===== src/rtl/sha256_pkg.sv =====
// ---------------------------------------------------------------------------
// sha256_pkg
//   Shared constants and types for the SHA-256 round controller and the
//   compression datapath it drives.
//   Contents: FSM state encoding, round/message-word counts, counter width,
//   and the standard initial hash values H0..H7.
// ---------------------------------------------------------------------------
package sha256_pkg;

    localparam int SHA_ROUNDS    = 64;
    localparam int SHA_MSG_WORDS = 16;
    localparam int SHA_IDX_W     = 6;

    typedef enum logic [2:0] {
        ST_IDLE  = 3'd0,
        ST_INIT  = 3'd1,
        ST_ROUND = 3'd2,
        ST_ACCUM = 3'd3,
        ST_DONE  = 3'd4
    } state_t;

    // Initial hash value loaded into H0..H7 at the start of a message.
    localparam logic [31:0] SHA_H0 = 32'h6a09e667;
    localparam logic [31:0] SHA_H1 = 32'hbb67ae85;
    localparam logic [31:0] SHA_H2 = 32'h3c6ef372;
    localparam logic [31:0] SHA_H3 = 32'ha54ff53a;
    localparam logic [31:0] SHA_H4 = 32'h510e527f;
    localparam logic [31:0] SHA_H5 = 32'h9b05688c;
    localparam logic [31:0] SHA_H6 = 32'h1f83d9ab;
    localparam logic [31:0] SHA_H7 = 32'h5be0cd19;

endpackage : sha256_pkg


===== src/rtl/sha256_round_ctrl.sv =====
// ---------------------------------------------------------------------------
// sha256_round_ctrl
//   Sequencer for the SHA-256 compression datapath. Accepts one padded
//   512-bit block per handshake, walks it through INIT, ROUNDS compression
//   rounds and an accumulate step, chains multi-block messages and pulses
//   o_digest_valid after the last block of a message.
//
//   Handshake: a block is taken on the rising edge where i_blk_valid and
//   o_blk_ready are both high. o_blk_ready is high only in IDLE with i_abort
//   low (and never during reset); i_first_blk/i_last_blk are sampled on that
//   same edge. Upstream may hold i_blk_valid high; blocks are then taken
//   back-to-back whenever the controller returns to IDLE.
//
// Ports
//   i_clk, i_rst       clock (rising edge), asynchronous active-high reset
//   i_blk_valid        upstream holds a complete padded block
//   o_blk_ready        controller can accept a block
//   i_first_blk        block starts a new message
//   i_last_blk         block ends the message
//   i_abort            synchronous abort of the current block/message
//   o_k_addr           round index to the K constant table (0 outside ROUND)
//   o_w_load           round consumes message word o_w_idx directly
//   o_w_idx            message word index, round[3:0]
//   o_hv_init          load IV into H0..H7 (and a..h together with o_wv_load)
//   o_wv_load          load working variables a..h from H0..H7
//   o_round_en         perform one compression round
//   o_hv_accum         H_i <= H_i + working variable
//   o_digest_valid     one-cycle pulse: H0..H7 hold the final digest
//   o_busy             controller is not IDLE
//   o_chain_err        one-cycle pulse: continuation block with no open chain
//   o_state            current FSM state (debug)
// ---------------------------------------------------------------------------
module sha256_round_ctrl
    import sha256_pkg::*;
#(
    parameter int ROUNDS    = SHA_ROUNDS,
    parameter int MSG_WORDS = SHA_MSG_WORDS,
    parameter int IDX_W     = SHA_IDX_W
) (
    input  logic             i_clk,
    input  logic             i_rst,
    input  logic             i_blk_valid,
    output logic             o_blk_ready,
    input  logic             i_first_blk,
    input  logic             i_last_blk,
    input  logic             i_abort,
    output logic [IDX_W-1:0] o_k_addr,
    output logic             o_w_load,
    output logic [3:0]       o_w_idx,
    output logic             o_hv_init,
    output logic             o_wv_load,
    output logic             o_round_en,
    output logic             o_hv_accum,
    output logic             o_digest_valid,
    output logic             o_busy,
    output logic             o_chain_err,
    output state_t           o_state
);

    localparam logic [IDX_W-1:0] LAST_ROUND = IDX_W'(ROUNDS - 1);
    localparam logic [IDX_W-1:0] MSG_LIMIT  = IDX_W'(MSG_WORDS);

    state_t           r_state;
    logic [IDX_W-1:0] r_round;
    logic             r_chain_open;
    logic             r_last_q;
    logic             r_wv_load;
    logic             r_hv_init;
    logic             r_round_en;
    logic             r_w_load;
    logic             r_hv_accum;
    logic             r_digest_valid;
    logic             r_chain_err;

    logic             w_handshake;
    logic             w_last_round;
    logic [IDX_W-1:0] w_round_nxt;

    // Reset is folded in so the port reads 0 while reset is held, even
    // though the state register already sits in IDLE.
    assign o_blk_ready  = (r_state == ST_IDLE) && !i_abort && !i_rst;
    assign w_handshake  = i_blk_valid && o_blk_ready;
    assign w_last_round = (r_round == LAST_ROUND);
    assign w_round_nxt  = r_round + 1'b1;

    // Strobes are registered and set on the edge that enters their state,
    // so each one is high exactly for the cycle spent in that state.
    always_ff @(posedge i_clk or posedge i_rst) begin
        if (i_rst) begin
            r_state        <= ST_IDLE;
            r_round        <= '0;
            r_chain_open   <= 1'b0;
            r_last_q       <= 1'b0;
            r_wv_load      <= 1'b0;
            r_hv_init      <= 1'b0;
            r_round_en     <= 1'b0;
            r_w_load       <= 1'b0;
            r_hv_accum     <= 1'b0;
            r_digest_valid <= 1'b0;
            r_chain_err    <= 1'b0;
        end else begin
            // Single-cycle strobes default low every cycle.
            r_wv_load      <= 1'b0;
            r_hv_init      <= 1'b0;
            r_hv_accum     <= 1'b0;
            r_digest_valid <= 1'b0;
            r_chain_err    <= 1'b0;

            if (i_abort) begin
                // Drop the block and the whole message; nothing is accumulated.
                r_state      <= ST_IDLE;
                r_round      <= '0;
                r_chain_open <= 1'b0;
                r_round_en   <= 1'b0;
                r_w_load     <= 1'b0;
            end else begin
                unique case (r_state)
                    ST_IDLE: begin
                        if (w_handshake) begin
                            r_state   <= ST_INIT;
                            r_last_q  <= i_last_blk;
                            r_wv_load <= 1'b1;
                            // A continuation block with no open chain is
                            // treated as the start of a new message.
                            r_hv_init   <= i_first_blk || !r_chain_open;
                            r_chain_err <= !i_first_blk && !r_chain_open;
                        end
                    end
                    ST_INIT: begin
                        r_state      <= ST_ROUND;
                        r_chain_open <= 1'b1;
                        r_round_en   <= 1'b1;
                        r_w_load     <= (r_round < MSG_LIMIT);
                    end
                    ST_ROUND: begin
                        if (w_last_round) begin
                            r_state    <= ST_ACCUM;
                            r_round    <= '0;
                            r_round_en <= 1'b0;
                            r_w_load   <= 1'b0;
                            r_hv_accum <= 1'b1;
                        end else begin
                            r_round  <= w_round_nxt;
                            r_w_load <= (w_round_nxt < MSG_LIMIT);
                        end
                    end
                    ST_ACCUM: begin
                        if (r_last_q) begin
                            r_state        <= ST_DONE;
                            r_digest_valid <= 1'b1;
                        end else begin
                            r_state <= ST_IDLE;
                        end
                    end
                    ST_DONE: begin
                        r_state      <= ST_IDLE;
                        r_chain_open <= 1'b0;
                    end
                    default: begin
                        r_state <= ST_IDLE;
                    end
                endcase
            end
        end
    end

    // The round counter is 0 outside ROUND, so it doubles as the K address.
    assign o_k_addr       = r_round;
    assign o_w_idx        = r_round[3:0];
    assign o_w_load       = r_w_load;
    assign o_hv_init      = r_hv_init;
    assign o_wv_load      = r_wv_load;
    assign o_round_en     = r_round_en;
    assign o_hv_accum     = r_hv_accum;
    assign o_digest_valid = r_digest_valid;
    assign o_chain_err    = r_chain_err;
    assign o_busy         = (r_state != ST_IDLE);
    assign o_state        = r_state;

endmodule : sha256_round_ctrl


===== config.mk =====
export PLATFORM = sky130hd
export DESIGN_NAME = sha256_round_ctrl
export DESIGN_NICKNAME = d
export VERILOG_FILES = /design/src/rtl/sha256_pkg.sv /design/src/rtl/sha256_round_ctrl.sv
export SDC_FILE = /design/constraint.sdc
export NUM_CORES = 1
export LEC_CHECK = 0
export CORE_MARGIN = 3
export CORE_UTILIZATION = 48
export DETAILED_ROUTE_END_ITERATION = 7
export PLACE_DENSITY = 0.82
export SLEW_MARGIN = 20
export SYNTH_ARGS = -nofsm -noshare
export SYNTH_HDL_FRONTEND = slang
export SYNTH_SLANG_ARGS = --single-unit

===== constraint.sdc =====
create_clock -name i_clk -period 3.75 [get_ports i_clk]
set_input_delay 0.375 -clock i_clk [delete_from_list [all_inputs] [get_ports i_clk]]
set_output_delay 0.375 -clock i_clk [all_outputs]
set_load 0.03 [all_outputs]

==> flow_metrics.py, run 1 <==
metrics = {
    "clock_tree": {
        "cts_setup_buffers": 0,
        "cts_resized": 0,
        "htreeDepth": 1,
        "cts_sinks": 18,
        "cts_inserted_buffers": 3,
        "clk_pin_slew_ns": 0.10,
        "root_buffer": "clkbuf_4",
        "cts_tree": "built",
        "postCtsHoldBufs": 0,
        "clock_latency_ns": 0.29,
        "clockBufferDepth": 2,
    },
    "finish": {
        "layout-drive-gt1-share_pct": 8.621,
        "syn_to_final_growth_pct": 31.34,
        "final_nets": 124,
        "finish.utilization_pct": 68.37,
        "n_antenna_cell": 0,
        "nFillCells": 154,
    },
    "sta": {
        "setup-violations-final": 0,
        "hold_violations": 0,
        "max_freq_mhz": 386.9,
        "clock-skew-final_ns": 0.001132,
        "rsz0062_at_grt": "no",
        "slew_headroom_pct": 58.14,
        "drv_slew": 0,
        "tightest_slew_ns": 0.6272,
        "min_period_ns": 2.584,
        "fin_ws_ns": 1.166,
        "post-route-period-util_pct": 68.92,
        "setup_tns_ns": 0,
    },
    "worst_setup_path": {
        "rr_endpoint": "o_k_addr[5]",
        "rr_worst_depth": 3,
        "max_stage_delay_ns": 0.70,
        "reg2reg_setup_slack_ns": 1.78,
        "cp.arrival_ns": 2.21,
        "critPathKind": "in2out",
        "critical_path.startpoint_type": "input port",
        "r2r_start": "o_state[1]",
        "cpMaxStageDelayCell": "clkdlybuf4s50_1",
        "crit_top_cell": "clkdlybuf4s50_1",
        "worstPathCellList": "clkdlybuf4s50_1 > buf_4 > or3_4 > nor3_1 > clkdlybuf4s50_1",
        "end_kind": "primary output",
        "worstPathMaxFanout": 15,
        "cp.required_ns": 3.38,
    },
    "routing": {
        "drc": 0,
        "antenna_left": 0,
        "totalWireLength_mm": 1.963,
        "post_drt_via_cell_ratio": 5.539,
        "dr.pass1.iters": 4,
        "avgRoutedWirePerCell_microns": 13.92,
        "vias": 781,
        "first_iter_violations": 8,
    },
    "power": {
        "leakage_nw": 0.5068,
        "ir_worst_vdd_mv": 0.2319,
        "p_per_area_nw_per_um2": 328.3,
    },
    "synth": {
        "seq_area_frac_synth_pct": 49.05,
        "ys.flop_type": "dfrtp_1",
        "ys_seq_elements": 18,
        "synth_top_area_share_pct": 49.05,
        "synth-async-reset-ratio_pct": 100.0,
        "synth.cell_area_sq_um": 918.4,
        "synth_top_cell_by_area": "dfrtp_1",
        "yosysUniqueCellTypes": 34,
        "syn_area_per_cell_sq_um": 9.875,
        "synth_commonest_cells": "dfrtp_1, a21oi_1",
        "synth_most_common_cell": "dfrtp_1",
        "post_synth_main_area_contributors": "dfrtp_1, a21oi_1, buf_4",
        "syn_inst": 93,
        "syn-num-nets": 100,
        "yosys_warnings": 0,
        "synth_edf_count": 0,
    },
    "die": {
        "start_util_pct": 52.06,
        "num_rows": 15,
        "die_area_sq_um": 2474,
        "coreArea_sq_um": 1764,
        "die_y_microns": 49.74,
        "io_pins": 28,
        "die_x_microns": 49.74,
    },
    "global_routing": {
        "grt_first_pass_wirelength_mm": 3.360,
        "antenna_found_initial": 0,
        "gr-total-overflow": 0,
        "use_met3_pct": 4.834,
        "grt-busiest-layer": "met1",
        "grtUsageTotal_pct": 17.95,
        "grt_pass1_vias": 710,
        "met1_usage_pct": 25.78,
        "met2_usage_pct": 25.55,
        "grt_max_degree": 19,
    },
    "worst_hold_path": {
        "min_path_cells": 1,
        "worstHoldStart": "r_chain_open",
        "min_path_type": "reg2reg",
        "holdPathEnd": "o_chain_err",
    },
    "placed_design": {
        "hpwl_mm": 1.381,
        "place_congestion": 0.7884,
        "place_ws_ns": 1.175,
        "port_buffers": 27,
    },
    "job": {
        "cap_violations": 0,
    },
    "outcome": {
        "outcome": "completed",
    },
}
[worst max-delay path: cells and delay by family]
kind / cells / cell delay, ns
buf+inv: 3 / 1.28
simple gates: 2 / 0.55
[through the flow]
stage	cells	hold WS (ns)	total power, W	area (sq um)
2_1_floorplan	93	0.3136	0.0002565	918.4
3_3_place_gp	137	0.4701	0.0002807	1170
3_5_place_dp	137	0.4730	0.0002824	1170
4_1_cts	141	0.4900	0.0003999	1206
5_1_grt	141	0.5143	0.0004175	1206
6_report	141	0.4837	0.0003960	1206
[cell type report]
cell class / instances / area [sq um] / area share [%]
Inverter: 5 / 18.77 / 1.556
Sequential cell: 18 / 450.4 / 37.34
Multi-Input combinational cell: 61 / 391.6 / 32.47
Clock buffer: 4 / 36.28 / 3.008
Timing Repair Buffer: 28 / 277.8 / 23.03
Tap cell: 25 / 31.28 / 2.593
[how the worst max path moves through the flow]
stage / depth (start not counted) / slack [ns] / startpoint / to
after floorplan: 3 / 1.68 / o_state[0] / o_blk_ready
final: 5 / 1.17 / i_abort / o_blk_ready
after detailed placement: 5 / 1.18 / i_abort / o_blk_ready
after global placement: 5 / 1.19 / i_abort / o_blk_ready
after global routing: 5 / 1.11 / i_abort / o_blk_ready
after CTS: 5 / 1.18 / i_abort / o_blk_ready
[state kept, by name, summed over array words and instances (netlist names)]
signal and flops:
o_chain_err 1, o_digest_valid 1, o_hv_accum 1, o_hv_init 1, o_k_addr 6, o_round_en 1
o_state 3, o_w_load 1, o_wv_load 1, r_chain_open 1, r_last_q 1
[cells by family (layout without fill, tap and decap cells)]
kind of cell | Yosys count | after routing | synth area share, %
xor+xnor | 1 | 1 | 0.9539
flops | 18 | 18 | 49.05
simple gates | 33 | 33 | 21.25
fa+ha+maj | 1 | 1 | 1.362
compound gates | 24 | 24 | 16.35
mux | 2 | 2 | 2.724
buf+inv | 14 | 37 | 8.310
[cells in the final DEF, fill, tap and decap left out, drive strengths merged, types with 2 or more instances in the layout]
master	Yosys	routed
nor3	5	5
nor2b	4	4
or3	4	4
inv	5	5
o21ai	5	5
clkbuf	3	4
o41ai	2	2
nand3	5	5
nor2	3	3
dfrtp	18	18
a311oi	2	2
nand2	4	4
a21oi	10	10
clkdlybuf4s50	0	27
[power by group]
group | leakage (nW) | total [W] | internal, W | switching, W
clock | 0.0210 | 0.000117 | 0.0000591 | 0.0000583
combinational | 0.240 | 0.0000671 | 0.0000313 | 0.0000358
sequential | 0.246 | 0.000211 | 0.000202 | 0.00000958
[layer usage]
layer,up-vias,routed length [microns],share of wire [%]
met5,-,0,0
met4,0,12,0.61
met3,2,122,6.2
met2,28,958,49
met1,375,869,44
li1,376,-,-
Power figures use the tool's default switching activity.
==> inputs of run 2 (changes only) <==
--- a/config.mk
+++ b/config.mk
@@ -6,9 +6,9 @@
 export NUM_CORES = 1
 export LEC_CHECK = 0
 export CORE_MARGIN = 3
-export CORE_UTILIZATION = 48
+export CORE_UTILIZATION = 41
 export DETAILED_ROUTE_END_ITERATION = 7
-export PLACE_DENSITY = 0.82
+export PLACE_DENSITY = 0.74
 export SLEW_MARGIN = 20
 export SYNTH_ARGS = -nofsm -noshare
 export SYNTH_HDL_FRONTEND = slang
==> constraint.sdc (replaced) <==
create_clock -name i_clk -period 2.14 [get_ports i_clk]
set_input_delay 0.214 -clock i_clk [delete_from_list [all_inputs] [get_ports i_clk]]
set_output_delay 0.214 -clock i_clk [all_outputs]
set_load 0.03 [all_outputs]
==> flow_metrics.py, run 2 (synthesized netlist as in run 1, its figures left out) <==
metrics = {
    "outcome": {
        "outcome": "completed",
    },
    "die": {
        "die_y_microns": 53.33,
        "coreArea_sq_um": 2042,
        "start_util_pct": 44.98,
        "num_rows": 16,
        "die_area_sq_um": 2844,
        "io_pins": 28,
        "die_x_microns": 53.33,
    },
    "placed_design": {
        "hpwl_mm": 1.477,
        "port_buffers": 27,
        "dp.cells": 141,
        "place_congestion": 0.7742,
    },
    "clock_tree": {
        "cts_resized": 0,
        "cts_setup_buffers": 0,
        "clk_pin_slew_ns": 0.11,
        "clock_latency_ns": 0.30,
        "htreeDepth": 1,
        "cts_inserted_buffers": 3,
        "postCtsHoldBufs": 0,
        "cts_sinks": 18,
        "clockBufferDepth": 2,
        "root_buffer": "clkbuf_4",
        "cts_tree": "built",
    },
    "routing": {
        "vias": 766,
        "dr.pass1.iters": 4,
        "first_iter_violations": 13,
        "antenna_left": 0,
        "avgRoutedWirePerCell_microns": 14.23,
        "post_drt_via_cell_ratio": 5.283,
        "totalWireLength_mm": 2.063,
        "drc": 0,
    },
    "sta": {
        "drv_slew": 0,
        "tightest_slew_ns": 0.6638,
        "setup-violations-final": 0,
        "clock-skew-final_ns": 0.008581,
        "slew_headroom_pct": 55.70,
        "max_freq_mhz": 498.3,
        "holdWs_ns": 0.3913,
        "post-route-period-util_pct": 93.77,
        "min_period_ns": 2.007,
        "setup_tns_ns": 0,
        "rsz0062_at_grt": "no",
        "hold_violations": 0,
    },
    "worst_hold_path": {
        "min_path_type": "in2async",
    },
    "finish": {
        "mostFrequentLayoutCells": "clkdlybuf4s50_1, dfrtp_1, a21oi_1",
        "nFillCells": 183,
        "syn_to_final_growth_pct": 32.97,
        "largest_reg_flops": 6,
        "stdcell_count": 145,
        "n_antenna_cell": 0,
        "layout-drive-gt1-share_pct": 11.02,
        "final_nets": 126,
        "final_common_cell": "clkdlybuf4s50_1",
    },
    "global_routing": {
        "gr-total-overflow": 0,
        "grt_max_degree": 19,
        "antenna_found_initial": 0,
        "grt_first_pass_wirelength_mm": 3.443,
        "grt_pass1_vias": 729,
        "grtUsageTotal_pct": 17.01,
    },
    "worst_setup_path": {
        "critPathKind": "reg2out",
        "worstPathMaxFanout": 11,
        "cp.arrival_ns": 1.79,
        "end_kind": "primary output",
        "cp.required_ns": 1.93,
        "critical_path.startpoint_type": "flop",
    },
    "power": {
        "leakage_nw": 0.5180,
        "p_per_area_nw_per_um2": 576.8,
        "ir_worst_vdd_mv": 0.3313,
    },
    "job": {
        "cap_violations": 0,
    },
}
==> run 2: cell types whose count changed in the layout (fill, tap and decap cells not counted) <==
cell             change
buf_4                +3
clkdlybuf4s50_1      -1
==> run 2: worst max-delay path: stages (launching register included) <==
cell,delay [ns]
dfrtp_1,0.51
or3_1,0.40
clkdlybuf4s50_1,0.60
==> run 2: power by group <==
part	leakage, nW	internal (W)	switching [W]
logic	0.251	0.0000562	0.0000650
clock network	0.0210	0.000104	0.000109
registers	0.246	0.000354	0.0000166
total	0.518	0.000514	0.000191
==> run 2: layout make-up <==
type                    instances  area (sq um)  share of cell area (%)
clock buffers                   4         36.28                   2.971
inverters                       5         18.77                   1.537
multi-input cells              61         391.6                   32.07
flip-flops and latches         18         450.4                   36.89
well taps                      27         33.78                   2.766
repair buffers                 30         290.3                   23.77
==> run 2: path summary, 6_finish.rpt <==
check                      slack (ns)  cells past startpoint          from     endpoint
max                              0.13                      2    o_state[0]       o_busy
min                              0.39                      2         i_rst   o_hv_accum
max reg2reg                      0.22                      3    o_state[0]     r_last_q
min reg2reg                      0.49                      1  r_chain_open  o_chain_err
max in group asynchronous        1.32                      2         i_rst   o_round_en
min in group i_clk               0.49                      1  r_chain_open  o_chain_err
==> run 2: per-stage QoR <==
stage          power (W)  cell area, sq um  worst slack [ns]  util (%)
2_1_floorplan  0.0004494             918.4            0.1322         -
3_3_place_gp   0.0004949              1185            0.1160     58.03
3_5_place_dp   0.0004998              1185           0.07344     58.03
4_1_cts        0.0007151              1221            0.1247     59.80
5_1_grt        0.0007405              1221           0.04564     59.80
6_report       0.0007044              1221            0.1334     59.80
==> run 2: per-layer routing <==
metal	track usage, %	up-vias	routed length (microns)
met2	27.55	21	1004
met4	7.660	0	13
met5	0	-	0
met1	22.07	359	963
li1	-	384	-
met3	2.535	2	81
==> inputs of run 3 (changes only) <==
--- a/config.mk
+++ b/config.mk
@@ -5,10 +5,9 @@
 export SDC_FILE = /design/constraint.sdc
 export NUM_CORES = 1
 export LEC_CHECK = 0
-export CORE_MARGIN = 3
-export CORE_UTILIZATION = 41
+export CORE_UTILIZATION = 48
 export DETAILED_ROUTE_END_ITERATION = 7
-export PLACE_DENSITY = 0.74
+export PLACE_DENSITY = 0.82
 export SLEW_MARGIN = 20
 export SYNTH_ARGS = -nofsm -noshare
 export SYNTH_HDL_FRONTEND = slang
==> constraint.sdc (replaced) <==
create_clock -name i_clk -period 2.45 [get_ports i_clk]
set_input_delay 0.245 -clock i_clk [delete_from_list [all_inputs] [get_ports i_clk]]
set_output_delay 0.245 -clock i_clk [all_outputs]
set_load 0.03 [all_outputs]
==> flow_metrics.py, run 3 (synthesized netlist as in run 1, its figures left out) <==
metrics = {
    "clock_tree": {
        "clk_pin_slew_ns": 0.10,
        "cts_sinks": 18,
        "htreeDepth": 1,
        "cts_resized": 0,
        "postCtsHoldBufs": 0,
        "root_buffer": "clkbuf_4",
        "cts_inserted_buffers": 3,
        "cts_tree": "built",
        "clock_latency_ns": 0.30,
        "cts_setup_buffers": 0,
        "clockBufferDepth": 2,
    },
    "sta": {
        "post-route-period-util_pct": 84.59,
        "setup-violations-final": 0,
        "tightest_slew_ns": 0.6741,
        "setup_tns_ns": 0,
        "drv_slew": 0,
        "min_period_ns": 2.073,
        "clock-skew-final_ns": 0.001081,
        "slew_headroom_pct": 55.01,
        "holdWs_ns": 0.4248,
        "max_freq_mhz": 482.5,
        "hold_violations": 0,
        "rsz0062_at_grt": "no",
    },
    "die": {
        "num_rows": 15,
        "die_y_microns": 45.74,
        "io_pins": 28,
        "coreArea_sq_um": 1764,
        "die_area_sq_um": 2092,
        "die_x_microns": 45.74,
        "start_util_pct": 52.06,
    },
    "global_routing": {
        "gr-total-overflow": 0,
        "use_met3_pct": 5.159,
        "antenna_found_initial": 0,
        "grt-busiest-layer": "met1",
        "grt_first_pass_wirelength_mm": 2.994,
        "grt_pass1_vias": 673,
        "met1_usage_pct": 29.87,
        "grtUsageTotal_pct": 20.88,
        "met2_usage_pct": 28.29,
        "grt_max_degree": 19,
    },
    "finish": {
        "nFillCells": 151,
        "n_antenna_cell": 0,
        "design_area_sq_um": 1204,
        "syn_to_final_growth_pct": 31.06,
        "mostFrequentLayoutCells": "clkdlybuf4s50_1, dfrtp_1, a21oi_1",
        "largest_reg_flops": 6,
        "finish.utilization_pct": 68.23,
        "layout-drive-gt1-share_pct": 9.483,
        "final_common_cell": "clkdlybuf4s50_1",
        "final_nets": 124,
    },
    "worst_setup_path": {
        "worstPathMaxFanout": 12,
        "max_stage_delay_ns": 0.60,
        "cp_num_buf_inv": 1,
        "cp.arrival_ns": 1.83,
        "critical_path.startpoint_type": "flop",
        "end_kind": "primary output",
        "critPathKind": "reg2out",
        "crit_family": "buffers and inverters",
        "cpMaxStageDelayCell": "clkdlybuf4s50_1",
        "cp.required_ns": 2.20,
        "worstPathCellList": "or3_1 > clkdlybuf4s50_1",
    },
    "placed_design": {
        "placed_area_sq_um": 1167,
        "port_buffers": 27,
        "place_congestion": 0.7789,
        "hpwl_mm": 1.336,
    },
    "worst_hold_path": {
        "min_path_type": "in2async",
    },
    "outcome": {
        "outcome": "completed",
    },
    "routing": {
        "drc": 0,
        "post_drt_via_cell_ratio": 5.702,
        "dr.pass1.iters": 4,
        "totalWireLength_mm": 1.874,
        "vias": 804,
        "avgRoutedWirePerCell_microns": 13.29,
        "first_iter_violations": 15,
        "antenna_left": 0,
    },
    "power": {
        "p_per_area_nw_per_um2": 506.2,
        "leakage_nw": 0.5084,
        "ir_worst_vdd_mv": 0.2656,
    },
    "job": {
        "cap_violations": 0,
    },
}
run 3: final cells by class:
| cell class | count | area [sq um] | share of cell area, % |
|---|---|---|---|
| Timing Repair Buffer | 28 | 275.3 | 22.87 |
| Inverter | 5 | 18.77 | 1.559 |
| Multi-Input combinational cell | 61 | 391.6 | 32.54 |
| Tap cell | 25 | 31.28 | 2.599 |
| Clock buffer | 4 | 36.28 | 3.015 |
| Sequential cell | 18 | 450.4 | 37.42 |
run 3: power breakdown:
group / switching [W] / internal [W]
Clock: 0.0000925 / 0.0000907
Sequential: 0.0000147 / 0.000309
Combinational: 0.0000549 / 0.0000476
run 3: through the flow:
step	worst slack [ns]	total power (W)	std cells
floorplan	0.4422	0.0003926	93
global placement	0.3833	0.0004296	137
detailed placement	0.3698	0.0004326	137
CTS	0.3677	0.0006146	141
global route	0.3195	0.0006359	141
finish	0.3775	0.0006092	141
run 3: routing by layer:
metal | wire [microns] | vias up | part of all wire (%)
met2 | 855 | 39 | 46
met5 | 0 | - | 0
met4 | 39 | 0 | 2.1
met3 | 126 | 5 | 6.7
met1 | 852 | 382 | 45
li1 | - | 378 | -
run 3: path summary, 6_finish.rpt:
check	from	end	slack, ns	depth (start not counted)
max in group asynchronous	i_rst	o_k_addr[3]	1.60	2
min in group i_clk	r_chain_open	o_chain_err	0.50	1
hold reg to reg	r_chain_open	o_chain_err	0.50	1
hold / removal	i_rst	o_hv_accum	0.42	2
setup reg to reg	o_state[1]	o_k_addr[5]	0.52	3
setup / recovery	o_state[1]	o_busy	0.38	2
